$ cat src/rtl/flash_arb_pkg.sv
// Shared types and constants for the two-port SPI flash read arbiter.
package flash_arb_pkg;

    typedef enum logic [2:0] {
        IDLE,
        ISSUE,
        WAIT_BUSY,
        WAIT_DONE,
        GAP,
        RESP
    } state_e;

    localparam logic [31:0] ERR_DATA          = 32'hFFFF_FFFF;
    localparam int          DEFAULT_TIMEOUT   = 32;
    localparam int          DEFAULT_MAX_RETRY = 2;
    localparam int          CNT_W             = 16;
    localparam int          RETRY_W           = 8;

endpackage

$ cat src/rtl/rr_arb2.sv
// Two-requester round-robin: combinational grant, registered last-grant
// pointer that only moves when the owner says a grant completed.
module rr_arb2 (
    input  logic       clk,
    input  logic       rst,
    input  logic [1:0] req,
    input  logic       upd_en,
    input  logic       upd_idx,
    output logic       gnt_valid,
    output logic       gnt_idx
);

    logic last_grant_q;
    logic last_grant_d;

    always_comb begin
        gnt_valid = |req;
        if (req == 2'b11) begin
            gnt_idx = ~last_grant_q;
        end else begin
            gnt_idx = req[1];
        end
        last_grant_d = upd_en ? upd_idx : last_grant_q;
    end

    // Resets to port 1 so that port 0 wins the first contested grant.
    always_ff @(posedge clk) begin
        if (!rst) begin
            last_grant_q <= 1'b1;
        end else begin
            last_grant_q <= last_grant_d;
        end
    end

endmodule

$ cat src/rtl/flash_arbiter.sv
// Shares one SPI flash read controller between instruction fetch (port 0)
// and data load (port 1), with retry on missed starts and a one-word cache.
module flash_arbiter
    import flash_arb_pkg::*;
#(
    parameter int TIMEOUT   = DEFAULT_TIMEOUT,
    parameter int MAX_RETRY = DEFAULT_MAX_RETRY
) (
    input  logic        clk,
    input  logic        rst,
    input  logic        req0,
    input  logic        req1,
    input  logic [15:0] addr0,
    input  logic [15:0] addr1,
    output logic        ack0,
    output logic        ack1,
    output logic [31:0] rdata0,
    output logic [31:0] rdata1,
    output logic        err,
    input  logic        invalidate,
    output logic [15:0] flash_addr,
    output logic        flash_read_enable,
    input  logic [31:0] flash_data,
    input  logic        flash_data_valid,
    input  logic        flash_busy
);

    state_e state_q, state_d;

    logic               gnt_valid;
    logic               gnt_idx;
    logic [15:0]        win_addr;
    logic               cache_hit;
    logic               tmo_done;
    logic               retry_left;

    logic               port_q, port_d;
    logic [15:0]        addr_q, addr_d;
    logic [CNT_W-1:0]   tmo_cnt_q, tmo_cnt_d;
    logic [RETRY_W-1:0] retry_q, retry_d;
    logic               gap_q, gap_d;
    logic               cache_valid_q, cache_valid_d;
    logic [15:0]        cache_addr_q, cache_addr_d;
    logic [31:0]        cache_data_q, cache_data_d;
    logic               ack0_q, ack0_d;
    logic               ack1_q, ack1_d;
    logic               err_q, err_d;
    logic [31:0]        rdata0_q, rdata0_d;
    logic [31:0]        rdata1_q, rdata1_d;
    logic [15:0]        flash_addr_q, flash_addr_d;
    logic               read_en_q, read_en_d;

    logic               resp_port;
    logic [31:0]        resp_data;

    rr_arb2 u_rr_arb2 (
        .clk       (clk),
        .rst       (rst),
        .req       ({req1, req0}),
        .upd_en    (state_q == RESP),
        .upd_idx   (port_q),
        .gnt_valid (gnt_valid),
        .gnt_idx   (gnt_idx)
    );

    assign win_addr   = gnt_idx ? addr1 : addr0;
    assign cache_hit  = cache_valid_q && (cache_addr_q == win_addr);
    assign tmo_done   = (tmo_cnt_q == CNT_W'(TIMEOUT - 1));
    assign retry_left = (retry_q < RETRY_W'(MAX_RETRY));

    always_ff @(posedge clk) begin
        if (!rst) begin
            state_q       <= IDLE;
            port_q        <= 1'b0;
            addr_q        <= '0;
            tmo_cnt_q     <= '0;
            retry_q       <= '0;
            gap_q         <= 1'b0;
            cache_valid_q <= 1'b0;
            cache_addr_q  <= '0;
            cache_data_q  <= '0;
            ack0_q        <= 1'b0;
            ack1_q        <= 1'b0;
            err_q         <= 1'b0;
            rdata0_q      <= '0;
            rdata1_q      <= '0;
            flash_addr_q  <= '0;
            read_en_q     <= 1'b0;
        end else begin
            state_q       <= state_d;
            port_q        <= port_d;
            addr_q        <= addr_d;
            tmo_cnt_q     <= tmo_cnt_d;
            retry_q       <= retry_d;
            gap_q         <= gap_d;
            cache_valid_q <= cache_valid_d;
            cache_addr_q  <= cache_addr_d;
            cache_data_q  <= cache_data_d;
            ack0_q        <= ack0_d;
            ack1_q        <= ack1_d;
            err_q         <= err_d;
            rdata0_q      <= rdata0_d;
            rdata1_q      <= rdata1_d;
            flash_addr_q  <= flash_addr_d;
            read_en_q     <= read_en_d;
        end
    end

    // IDLE also waits out a controller still busy from before our reset.
    always_comb begin
        state_d = state_q;
        case (state_q)
            IDLE: begin
                if (!flash_busy && gnt_valid) begin
                    state_d = cache_hit ? RESP : ISSUE;
                end
            end
            ISSUE:     state_d = WAIT_BUSY;
            WAIT_BUSY: begin
                if (flash_busy) begin
                    state_d = WAIT_DONE;
                end else if (tmo_done) begin
                    state_d = retry_left ? GAP : RESP;
                end
            end
            GAP: begin
                if (gap_q) begin
                    state_d = ISSUE;
                end
            end
            WAIT_DONE: begin
                if (flash_data_valid) begin
                    state_d = RESP;
                end
            end
            RESP:      state_d = IDLE;
            default:   state_d = IDLE;
        endcase
    end

    // Outputs are computed from the upcoming state so every port is a flop.
    always_comb begin
        port_d        = port_q;
        addr_d        = addr_q;
        flash_addr_d  = flash_addr_q;
        tmo_cnt_d     = tmo_cnt_q;
        retry_d       = retry_q;
        gap_d         = (state_q == GAP);
        cache_valid_d = cache_valid_q;
        cache_addr_d  = cache_addr_q;
        cache_data_d  = cache_data_q;
        ack0_d        = 1'b0;
        ack1_d        = 1'b0;
        err_d         = 1'b0;
        rdata0_d      = rdata0_q;
        rdata1_d      = rdata1_q;
        read_en_d     = (state_d == ISSUE) || (state_d == WAIT_BUSY);
        resp_port     = port_q;
        resp_data     = flash_data;

        if (state_q == IDLE && state_d != IDLE) begin
            port_d    = gnt_idx;
            addr_d    = win_addr;
            resp_port = gnt_idx;
            resp_data = cache_data_q;
            if (state_d == ISSUE) begin
                flash_addr_d = win_addr;
            end
        end

        if (state_q == ISSUE) begin
            tmo_cnt_d = '0;
        end else if (state_q == WAIT_BUSY) begin
            tmo_cnt_d = tmo_cnt_q + 1'b1;
            resp_data = ERR_DATA;
            if (state_d == GAP) begin
                retry_d = retry_q + 1'b1;
            end
        end else if (state_q == RESP) begin
            retry_d = '0;
        end

        if (state_d == RESP) begin
            err_d = (state_q == WAIT_BUSY);
            if (resp_port) begin
                ack1_d   = 1'b1;
                rdata1_d = resp_data;
            end else begin
                ack0_d   = 1'b1;
                rdata0_d = resp_data;
            end
        end

        if (state_q == WAIT_DONE && flash_data_valid) begin
            cache_valid_d = 1'b1;
            cache_addr_d  = addr_q;
            cache_data_d  = flash_data;
        end
        if (invalidate) begin
            cache_valid_d = 1'b0;
        end
    end

    assign ack0              = ack0_q;
    assign ack1              = ack1_q;
    assign err               = err_q;
    assign rdata0            = rdata0_q;
    assign rdata1            = rdata1_q;
    assign flash_addr        = flash_addr_q;
    assign flash_read_enable = read_en_q;

endmodule
$ cat config.mk
export PLATFORM = sky130hd
export DESIGN_NAME = flash_arbiter
export DESIGN_NICKNAME = d
export VERILOG_FILES = /design/src/rtl/flash_arb_pkg.sv /design/src/rtl/rr_arb2.sv /design/src/rtl/flash_arbiter.sv
export SDC_FILE = /design/constraint.sdc
export NUM_CORES = 1
export LEC_CHECK = 0
export ABC_AREA = 1
export CAP_MARGIN = 30
export CELL_PAD_IN_SITES_DETAIL_PLACEMENT = 1
export CELL_PAD_IN_SITES_GLOBAL_PLACEMENT = 1
export CORE_MARGIN = 2
export CORE_UTILIZATION = 35
export DETAILED_ROUTE_END_ITERATION = 12
export GPL_TIMING_DRIVEN = 0
export PLACE_DENSITY_LB_ADDON = 0.15
export SETUP_SLACK_MARGIN = 0.5
export SLEW_MARGIN = 0
export SYNTH_ARGS = -nofsm -noshare
export SYNTH_HDL_FRONTEND = slang
export SYNTH_HIERARCHICAL = 1
export SYNTH_SLANG_ARGS = --single-unit
$ cat constraint.sdc
create_clock -name clk -period 2.27 [get_ports clk]
set_input_delay 0.227 -clock clk [delete_from_list [all_inputs] [get_ports clk]]
set_output_delay 0.227 -clock clk [all_outputs]
set_load 0.02 [all_outputs]
==> metrics.md <==
| Metric | Value |
|---|---|
| Status | `complete, but fails checks` |
| Failing checks | `setup timing` |
| GRT Resource Usage Total | `23.54%` |
| Commonest non-fill, non-tap cell in the layout | `inv_1` |
| Commonest non-fill, non-tap cells in the layout | `inv_1, nand2_1, dfxtp_1, clkdlybuf4s50_1, nor2_1` |
| Power density over cell area | `616.0 nW/um^2` |
| Distinct cell type count after synthesis | `36` |
| CP max-delay cell | `dfxtp_2` |
| Post-route ant nets | `0` |
| Layout cell share with drive strength beyond 1 | `19.54%` |
| Fin. Hold Viols | `0` |
| DIE AREA | `25660 sq um` |
| N_diodes | `0` |
| CP most frequent cell | `nand2_1` |
| Hold Path Class | `input port to flip-flop` |
| M3 GR Usage | `5.403%` |
| Vias in the first global route | `9391` |
| RSZ-0062 raised after global routing | `yes` |
| First-pass GRT wire length | `48.37 mm` |
| Setup violations, final | `83` |
| Hold Path End | `u_rr_arb2/last_grant_q` |
| CP cell instances | `a21boi_2 -> buf_6 -> buf_8 -> nand2_1 -> nand3_1 -> nand2_1 -> nor2_1 -> nand2_1 -> nor2_2 -> nand3_2 -> nand2_4 -> buf_12 -> buf_12 -> buf_8 -> nand4_1 -> nand2_1 -> nor2_1` |
| Gpl congestion | `0.8042` |
| Crit share post-route | `107.4%` |
| GR Layer Usage met1 | `29.40%` |
| Worst Path Arrival | `2780 ps` |
| Pins Over Slew Limit | `0` |
| Crit path time final | `2439 ps` |
| CP Launch Type | `flip-flop` |
| Post-layout util | `52.03%` |
| Clock skew | `15.62 ps` |
| Synth Cell Area | `8538 sq um` |
| Hold wc startpoint | `rst` |
| Largest net degree at the start of global routing | `17` |
| Tot Pwr | `7.727 mW` |
| H-tree Lvls | `4` |
| CTS clk-pin slew, worst paths | `80 ps` |
| Drt drc | `0` |
| Syn avg cell area | `6.624 sq um` |
| Worst hold stages | `2` |
| Via Count | `9197` |
| Top Usage Layer GRT | `met2` |
| FF-to-FF Start | `u_rr_arb2/last_grant_q` |
| Post-DP HPWL | `20.93 mm` |
| Max IR drop VDD | `0.4461 mV` |
| Die width | `160.2 um` |
| Area growth from synthesis to layout | `46.91%` |
| GR Overflow Total | `0` |
| Synth warnings | `6` |
| CP delay by family, top | `simple AND/OR/NAND/NOR gates` |
| Crit-path max FO | `6` |
| Fillers | `3129` |
| Post-Place Cell Area | `10510 sq um` |
| Kind of critical path | `flip-flop to flip-flop` |
| Core area | `24110 sq um` |
| # IOs | `155` |
| Root buffer cell | `clkbuf_16` |
| CTS tree | `built` |
| Clock sinks | `179` |
| FF-to-FF path depth | `17` |
| CP max stage delay | `330 ps` |
| Worst-skew pair later-pin latency | `450 ps` |
| Port bufs | `154` |
| Cell area after layout | `12540 sq um` |
| Max Fclk | `410.1 MHz` |
| Row cnt | `57` |
| CTS Buffer Depth | `2` |
| Crit path buf inv count | `5` |
| Drt initial violations | `500` |
| Router iterations before antenna repair | `4` |
| Worst slew pin tran | `717.3 ps` |
| Worst reg2reg endpoint | `rdata0[9]` |
| Vias per cell | `4.905` |
| CP required | `2610 ps` |
| Die Y | `160.2 um` |
| Drt wl/cell | `16.54 um` |
| Met2 Resource Use GR | `40.79%` |
| Initial antenna violation count | `1` |
| Worst setup margin | `-168.5 ps` |
| Initial core utilization | `35.42%` |
| Final nets | `1611` |
| Post-synthesis sequential area ratio | `41.97%` |
| Slew margin rel. | `52.18%` |
| CP Capture Type | `flip-flop` |
| Synth Net Count | `1362` |
| Syn Inst Count | `1289` |
| R2R Setup Slk | `-170 ps` |
| Synth Register Bits | `179` |
| Max cap viols | `0` |
| Num CTS Buffers | `17` |
| WL final | `31.02 mm` |
| Leak | `5.264 nW` |
[what timing repair did]
item / in CTS / in global routing
buffers inserted: 47 / 15
pin swaps: 61 / 21
hold buffers: 0 / 0
setup endpoints to repair: 159 / 149
gates cloned: 12 / 2
gates resized for setup: 187 / 95
[worst reg2reg max path, cell delays in order, from the launching register on]
cell and delay (ps):
dfxtp_2 330, a21boi_2 150, buf_6 210, buf_8 140
nand2_1 70, nand3_1 100, nand2_1 60, nor2_1 160
nand2_1 90, nor2_2 130, nand3_2 120, nand2_4 140
buf_12 150, buf_12 140, buf_8 110, nand4_1 80
nand2_1 100, nor2_1 60
[cell families after synthesis]
family	after synthesis	share of synthesized area (%)
adder cells (fa/ha/maj)	2	0.2930
buffers and inverters	319	15.11
AO/OA/AOI/OAI	228	14.07
XOR/XNOR	1	0.1026
AND/OR/NAND/NOR	560	28.46
flip-flops	179	41.97
[flip-flops by register name, indices dropped and copies added, names as in the netlist, 3 cells and up]
register,cells
addr_q,16
cache_data_q,32
tmo_cnt_q,16
rdata0,32
retry_q,8
flash_addr,16
state_q,3
cache_addr_q,16
rdata1,32
[per-layer routing]
metal  vias to the layer above  part of all wire, %
li1                       4559                    -
met1                      4402                   45
met2                       193                   49
met3                        41                  4.5
met4                         2                  1.6
met5                         -                0.042
[synth_stat cells]
cell type	instances	area [sq um]
a211oi_1	16	120.1
a21boi_1	1	7.510
a21oi_1	115	575.6
a22oi_1	2	15.01
a31oi_1	1	6.260
buf_1	4	15.01
buf_2	12	60.06
buf_4	10	75.07
buf_6	5	56.30
clkbuf_1	47	176.4
clkinv_1	1	3.750
dfxtp_1	179	3583
ha_1	2	25.02
inv_1	234	878.3
inv_2	5	18.77
inv_4	1	6.260
nand2_1	272	1021
nand2_2	2	12.51
nand2_4	1	11.26
nand3_1	50	250.2
nand3_2	2	20.02
nand3_4	2	35.03
nand3b_1	1	7.510
nand4_1	68	425.4
nor2_1	142	533.0
nor2_2	2	12.51
nor3_1	10	50.05
nor3b_1	1	7.510
nor4_1	1	6.260
o211ai_1	2	15.01
o21a_1	1	7.510
o21ai_0	89	445.4
o21ai_2	1	8.760
or2_1	2	12.51
or2_2	4	25.02
xor2_1	1	8.760
[per-stage QoR]
step                hold WS (ps)  TNS [ps]  setup slack, ps  instances
floorplan                  299.8         0            349.7       1289
global placement           433.9    -46100           -655.5       1767
detailed placement         442.5    -48300           -657.6       1767
CTS                        337.2     -4778           -97.04       1858
global route               354.3    -21410           -322.5       1875
finish                     341.7    -10150           -168.5       1875
[how the worst max path moves through the flow]
stage,startpoint,end,slack (ps),cells after the start
floorplan,u_rr_arb2/last_grant_q,rdata0[0],350,16
global placement,req1,rdata1[11],-660,17
detailed placement,req1,rdata1[11],-660,17
CTS,u_rr_arb2/last_grant_q,flash_addr[10],-100,18
global route,u_rr_arb2/last_grant_q,rdata0[8],-320,17
finish,u_rr_arb2/last_grant_q,rdata0[9],-170,17
[final cells by class]
type                       count  area, sq um  share of cell area, %
buffer                        78        551.8                  4.399
timing repair buffer         229         2336                  18.62
clock inverter                13        86.33                 0.6883
multi-input combinational    792         4185                  33.37
inverter                     241        929.6                  7.411
clock buffer                  19        442.9                  3.531
sequential                   179         3606                  28.75
tap                          324        405.4                  3.232
[power breakdown]
part | internal [mW] | switching [mW]
logic | 0.650 | 1.01
clock network | 1.43 | 1.35
registers | 3.23 | 0.0614
total | 5.31 | 2.42
(Power assumes the default switching activity.)
